`config.mk`:
```
export PLATFORM = sky130hd
export DESIGN_NAME = spike_decider
export DESIGN_NICKNAME = d
export VERILOG_FILES = /design/src/rtl/spike_decider.sv
export SDC_FILE = /design/constraint.sdc
export NUM_CORES = 1
export LEC_CHECK = 0
export ABC_AREA = 1
export CORE_UTILIZATION = 50
export DETAILED_ROUTE_END_ITERATION = 16
export PLACE_DENSITY = 0.73
export SETUP_SLACK_MARGIN = 0.15
export SLEW_MARGIN = 25
export SYNTH_ARGS = -nofsm -noshare
export SYNTH_HDL_FRONTEND = slang
export SYNTH_SLANG_ARGS = --single-unit
```
`constraint.sdc`:
```
create_clock -name clk -period 2.7 [get_ports clk]
set_input_delay 0.27 -clock clk [delete_from_list [all_inputs] [get_ports clk]]
set_output_delay 0.27 -clock clk [all_outputs]
set_load 0.02 [all_outputs]
```
`src/rtl/spike_decider.sv`:
```
// Per-image output-spike counter with sequential argmax; binds test labels / reports classify labels. LABEL_LOCK_EN keeps first label.
// Latency done_img -> result_valid: N+2 cycles (test/classify), 1 cycle (train/idle).
// Backpressure: result held in DONE until result_ready; spike inputs ignored while busy.
module spike_decider #(
  parameter int              N     = 8,
  parameter int              CW    = 8,
  parameter int              LW    = 8,
  parameter int              IW    = 3,
  parameter logic [LW-1:0]   UNLAB = 8'hFF
) (
  input  logic          clk,
  input  logic          rst_n,
  input  logic [1:0]    mode,
  input  logic [LW-1:0] test_label,
  input  logic          coring,
  input  logic [N-1:0]  ops,
  input  logic          tu_incre,
  input  logic          done_img,
  input  logic          result_ready,
  output logic          busy,
  output logic          result_valid,
  output logic [LW-1:0] image_label,
  output logic [IW-1:0] winner_idx,
  output logic [CW-1:0] winner_count,
  output logic          no_spike
);

  typedef enum logic [1:0] {COUNT, SCAN, APPLY, DONE} state_t;

  state_t        state, state_nxt;
  logic [CW-1:0] cnt [N];
  logic [LW-1:0] lbl_tab [N];
  logic [N-1:0]  lbl_vld;
  logic [1:0]    mode_q;
  logic [IW-1:0] scan_idx;
  logic [IW-1:0] max_idx;
  logic [CW-1:0] max_cnt;
  logic          tu_fire;
  logic          img_end;
  logic          handshake;

  assign tu_fire      = (state == COUNT) && coring && tu_incre;
  assign img_end      = tu_fire && done_img;
  assign handshake    = (state == DONE) && result_ready;
  assign busy         = (state != COUNT);
  assign result_valid = (state == DONE);

  always_ff @(posedge clk or negedge rst_n) begin
    if (!rst_n) state <= COUNT;
    else        state <= state_nxt;
  end

  always_comb begin
    state_nxt = state;
    case (state)
      COUNT: if (img_end) state_nxt = mode[1] ? SCAN : DONE;
      SCAN:  if (scan_idx == IW'(N-1)) state_nxt = APPLY;
      APPLY: state_nxt = DONE;
      DONE:  if (result_ready) state_nxt = COUNT;
      default: state_nxt = COUNT;
    endcase
  end

  always_ff @(posedge clk or negedge rst_n) begin
    if (!rst_n) begin
      for (int i = 0; i < N; i++) cnt[i] <= '0;
    end else begin
      for (int i = 0; i < N; i++) begin
        if (handshake)
          cnt[i] <= '0;
        else if (tu_fire && ops[i] && (cnt[i] != {CW{1'b1}}))
          cnt[i] <= cnt[i] + CW'(1);
      end
    end
  end

  // Running argmax; strict '>' keeps the lowest index on ties.
  always_ff @(posedge clk or negedge rst_n) begin
    if (!rst_n) begin
      mode_q   <= 2'b00;
      scan_idx <= '0;
      max_idx  <= '0;
      max_cnt  <= '0;
    end else if (img_end) begin
      mode_q   <= mode;
      scan_idx <= '0;
      max_idx  <= '0;
      max_cnt  <= '0;
    end else if (state == SCAN) begin
      scan_idx <= scan_idx + IW'(1);
      if (cnt[scan_idx] > max_cnt) begin
        max_cnt <= cnt[scan_idx];
        max_idx <= scan_idx;
      end
    end
  end

  always_ff @(posedge clk or negedge rst_n) begin
    if (!rst_n) begin
      winner_idx   <= '0;
      winner_count <= '0;
      no_spike     <= 1'b0;
      image_label  <= '0;
      lbl_vld      <= '0;
      for (int i = 0; i < N; i++) lbl_tab[i] <= UNLAB;
    end else if (img_end && !mode[1]) begin
      winner_idx   <= '0;
      winner_count <= '0;
      no_spike     <= 1'b0;
    end else if (state == APPLY) begin
      winner_idx   <= max_idx;
      winner_count <= max_cnt;
      no_spike     <= (max_cnt == '0);
      if (mode_q == 2'b10 && max_cnt != '0) begin
`ifdef LABEL_LOCK_EN
        if (!lbl_vld[max_idx]) lbl_tab[max_idx] <= test_label;
`else
        lbl_tab[max_idx] <= test_label;
`endif
        lbl_vld[max_idx] <= 1'b1;
      end
      if (mode_q == 2'b11)
        image_label <= (lbl_vld[max_idx] && max_cnt != '0) ? lbl_tab[max_idx] : UNLAB;
    end
  end

endmodule

```
# After elaboration in Yosys (flattened, before gate mapping)
# Cells that the tools add are included.
# totals
regBits	174
inputBits	24
out_inout_bits	22
# classes
addsub	9
magnitude_cmp	6
n_eq_ne	17
n_mux	49
bitwise_logic	4
reduce_logical	45
# ops
op	count
8-bit two-way mux	27
8-bit by 1-bit adder with 8-bit output, second input constant	8
64-bit bitwise mux	1
8-bit inequality test, second input constant	8
8-bit binary-select mux with 3-bit select	2
1-bit logical AND	25
8-bit demux with 3-bit select	1
2-bit nonzero test	12
3-bit two-way mux	7
3-bit AND reduction	3
2-bit equality test, second input constant	4
4-bit >= comparator, second input constant	2
8-bit greater-than comparator	1
8-bit zero test	1
2-bit two-way mux	4
3-bit inverter with 4-bit output	2
8-bit OR	1
2-bit one-hot mux with 4 select lines	1
8-bit nonzero test	1
2-bit inequality test, second input constant	3
3-bit by 4-bit less-than comparator with 1-bit output, second input constant	1
4-bit by 1-bit less-than comparator with 1-bit output, second input constant	1
1-bit two-way mux	4
3-bit by 1-bit adder with 3-bit output, second input constant	1
other kinds (9)	9

# Depth between registers and ports, before layout
# Gate-level depths: netlist (run 1).
# depth
depth_word	8
depth_mapped	19

# Least setup slack after synthesis (run 1)
# OpenSTA, ideal clock, no wires.
# synth_timing
path_type	reg-to-reg
start	register scan_idx[1]
end	register max_idx[0]
setup_time_ns	0.067
arrival_ns	2.171
required_time_ns	2.633
setup_slack_ns	0.462
stages_incl_launch_ff	15
n_path_buf	3
synth_period_minus_slack_ns	2.238
cell_sequence	dfrtp_1 clkbuf_1 clkbuf_1 o211ai_1 nand2_1 nand2_1 nand2_1 inv_1 ha_1 nand2_1 nor2_1 a21oi_1 clkbuf_1 nand4_1 nand2_1
# synth_between
elab_chain_cells	7
# synth_rtl
item	line_no	rtl
from (decl)	35	logic [IW-1:0] scan_idx;
from (signal assigned)	90	scan_idx <= scan_idx + IW'(1);
3-bit inverter with 4-bit output (implied by the code)	91	if (cnt[scan_idx] > max_cnt) begin
8-bit binary-select mux with 3-bit select	91	
8-bit two-way mux (implied by the code) (2 in a row)	91	
8-bit greater-than comparator	91	
2-bit nonzero test (no source line)	-	
2-bit AND reduction (no source line)	-	
to (signal assigned)	93	max_idx <= scan_idx;
to (decl)	36	logic [IW-1:0] max_idx;
# No other way between the ends. The select of a mux whose other input is x is not followed.
# A chain may end at the register's enable or synchronous reset.

# Worst setup path after layout (run 1)
# layout_timing
start	register scan_idx[0]
end	register max_idx[1]
# The elaborated chain is that of the path after synthesis.

==> summary.md, run 1 <==
| Metric | Value |
|---|---|
| Run status | finished clean |
| Max-slew violations | 0 |
| First-pass GRT wire length | 39100 um |
| Internal | 6.67 mW |
| Vias per cell | around 5.4 |
| FMAX | around 0.43 GHz |
| Rows | 50 |
| CP max stage cell | dfrtp_2 |
| Count leader, synth | nand2_1 |
| P&R area growth vs syn | 14.1% |
| First-pass DRT Iterations | 5 |
| Via count | just over 8k |
| Seq/Total Area, Yosys | 46.2% |
| Final global-route overflow total | 0 |
| Final Non-Filler Cells | 1519 |
| Peak supply drop | 0.000533 V |
| Worst Reg-to-Reg Cells | 17 |
| RSZ-0062 raised after global routing | no |
| Async S/R FF share, synth | 100% |
| Post-DP HPWL | 15900 um |
| Number of synthesized flops with an enable pin | 0 |
| Routed WL per cell | roughly 15 um |
| Antenna-violating nets left | 0 |
| Final Hold Violating Endpoints | 0 |
| Gate Count Post-Synth | 1231 |
| LEAKAGE | 5.15 nW |
| # clock sinks | 174 |
| Final min period | 2.34 ns |
| DRC viols | 0 |
| Clk root buf | clkbuf_16 |
| I/O Buffers | 45 |
| Ys flop type | dfrtp_1 |
| Core Footprint | 18800 sq um |
| Switching pwr | 4.66 mW |
| Fill count | 1693 |
| Mapped Nets | 1277 |
| Routed WL | 22900 um |
| Final worst path period share | between 80 and 90% |
| Combinational share of power | 40.8% |
| CP Launch Type | register |
| Power density cells | 1030 nW/um^2 |
| Switch share | 41.1% |
| Kind of critical path | reg2reg |
| Most used cell along the critical path | nand2_1 |
| Synth top area share | between 20% and 30% |
| Clk slew on worst S/H paths | ~0.07 ns |
| Synth top area cells | dfrtp_1 (29%), dfstp_2 (18%), nand2_1 (16%), o21ai_0 (6.1%), nand3_1 (4.7%) |
| Setup violations, final | 0 |
| Commonest cells post-synth | nand2_1 (407), inv_1 (118), o21ai_0 (117), dfrtp_1 (110), nand3_1 (90) |
| Synth area leader | dfrtp_1 |
| Max cap viols | 0 |
| Initial antenna violation count | 0 |
| Worst setup EP type | register |
| Tot GR Track Use | 24.9% |
| Worst EP arrival | between 2 and 3 ns |
| CTS max path bufs | 2 |
| Rel. slew slack | 58.3% |
| Vias in the first global route | 7615 |
| Nets | 1318 |
| Type of the tightest min-delay check | in2async |
| Largest net degree at the start of global routing | 75 |
| Seq pwr share | a little over a third |
| 1st-iter DRT viols | about 730 |
| Synth Cell Area | ~9600 sq um |
| Total negative slack | 0 ns |
| Worst Clk Skew | 0.0103 ns |
| Worst-skew pair later-pin latency | 0.44 ns |
| Die width | between 100 and 150 um |
| Die ar. | approximately 20000 sq um |
| CTS HTree Levels | 4 |
| Worst Tran Pin Value | 0.626 ns |
| Worst-path fanout max | 32 |
| Mean post-synth cell area | 7.81 sq um |
| Seq cells post-synth | 174 |
| Crit path cell chain | buf_12 > nand2_1 > o21ai_0 > nand2_1 > nand2_1 > nand2_1 > nand2_1 > ha_1 > inv_1 > o21bai_1 > nand2_1 > nand2_1 > nand2_1 > nand2_4 > buf_4 > nand4_1 > nand2_1 |
| Num CTS Buffers | 17 |
| Starting density of the core | 51.2% |
| Worst Path Required | 3.08 ns |
| IO Pins | 46 |
| Layout cells sized above 1 | between 10 and 15% |
| Yosys warnings | 0 |
| Crit-path max cell delay | approximately 0.44 ns |
| Number of diodes | 0 |
| Clk pwr share | 23.2% |
| Final GP Congestion | approximately 0.9 |
| CTS tree | done |
| Count of unique library cells instantiated by Yosys | 43 |
| Post-Place Cells | around 1.5k |
| Chip height | between 100 and 150 um |
-- critical path, delay by kind of cell (launching register included) --
family          cells  cell delay (ns)
buf+inv             3             0.36
simple gates       11             0.93
compound gates      2             0.23
fa+ha+maj           1             0.30
flops               1             0.44
-- what timing repair did --
action,4_1_cts,5_1_grt
setup buffers,0,2
resized for setup,1,11
endpoints found under the setup margin,11,11
hold endpoints to repair,40,0
hold buffers,1,0
cloned,0,1
-- state kept, by name (all words and copies together) (netlist names) --
register / cells
cnt: 64
lbl_tab: 64
image_label: 8
lbl_vld: 8
max_cnt: 8
winner_count: 8
max_idx: 3
scan_idx: 3
winner_idx: 3
mode_q: 2
state: 2
no_spike: 1
-- worst paths after layout --
kind                       slack (ns)                      end                    start
max                              0.36   max_idx[1]$_DFFE_PN0P_  scan_idx[0]$_DFFE_PN0P_
min                              0.31      cnt[38]$_DFFE_PN0P_                    rst_n
max reg2reg                      0.36   max_idx[1]$_DFFE_PN0P_  scan_idx[0]$_DFFE_PN0P_
min reg2reg                      0.45   lbl_vld[4]$_DFFE_PN0P_   lbl_vld[4]$_DFFE_PN0P_
max in group asynchronous        1.53  lbl_tab[35]$_DFFE_PN1P_                    rst_n
min in group clk                 0.44    mode_q[0]$_DFFE_PN0P_                  mode[0]
-- layout by cell type (no fill, tap or decap), types with 4 or more instances in the layout --
master / n
buf_4: 14
clkbuf_16: 17
dfstp_2: 64
dfrtp_1: 108
o21bai_1: 4
nor3_1: 9
nand3_4: 8
a21oi_1: 20
nand4_1: 40
o211ai_1: 23
o21ai_1: 24
inv_2: 4
nand2_1: 404
nand3_1: 90
inv_1: 118
nor2_1: 69
or2_2: 5
o21ai_0: 116
inv_6: 4
ha_1: 22
xor2_1: 21
clkdlybuf4s50_1: 44
-- metrics by stage --
| step | power [mW] | worst slack [ns] | instance area, sq um | util, % | hold slack, ns |
|---|---|---|---|---|---|
| after floorplan | 7.14 | 0.462 | 9610 | - | -0.0256 |
| after global placement | 8.43 | 0.234 | 10300 | 54.7 | 0.219 |
| after detailed placement | 8.53 | 0.0887 | 10300 | 54.7 | 0.218 |
| after CTS | 11.2 | 0.153 | 10900 | 58.1 | 0.319 |
| after global routing | 12.2 | 0.174 | 11000 | 58.4 | 0.350 |
| final | 11.3 | 0.360 | 11000 | 58.4 | 0.315 |
-- routing by layer --
layer	track usage [%]	share of wire (%)	up-vias	routed length (um)
met2	36.0	44	203	10000
li1	-	-	4108	-
met3	4.42	5.0	23	1150
met5	0	0	-	0
met1	37.7	50	3887	11400
met4	7.84	1.4	0	327
-- area by class of cell --
cell class | instances | area (sq um) | share of cell area, %
Inverter | 127 | 485 | 4.43
Clock buffer | 19 | 453 | 4.13
Multi-Input combinational cell | 887 | 4470 | 40.8
Timing Repair Buffer | 64 | 642 | 5.85
Sequential cell | 174 | 4440 | 40.5
Timing Repair inverter | 1 | 5.00 | 0.0456
Tap cell | 234 | 293 | 2.67
Clock inverter | 13 | 178 | 1.62
-- power groups by stage --
stage | Clock [mW] | Sequential, mW | Combinational (mW)
after global placement | 0 | 4.07 | 4.35
after CTS | 2.66 | 4.06 | 4.48
after floorplan | 0 | 4.09 | 3.05
final | 2.62 | 4.08 | 4.63
after detailed placement | 0 | 4.09 | 4.44
after global routing | 2.78 | 4.18 | 5.24
-- logic make-up after synthesis --
group / count (synthesis) / share of synthesized area (%)
simple gates: 641 / 29.7
compound gates: 201 / 11.7
flops: 174 / 46.2
buf+inv: 170 / 7.55
xor+xnor: 23 / 2.10
fa+ha+maj: 22 / 2.86
No activity file was read; power rests on OpenSTA's default activity.
==> inputs of run 2 (changes only) <==
- CAP_MARGIN: default -> 20
==> results of run 2 <==
The final DEF is identical to that of run 1; final timing and power are the same.
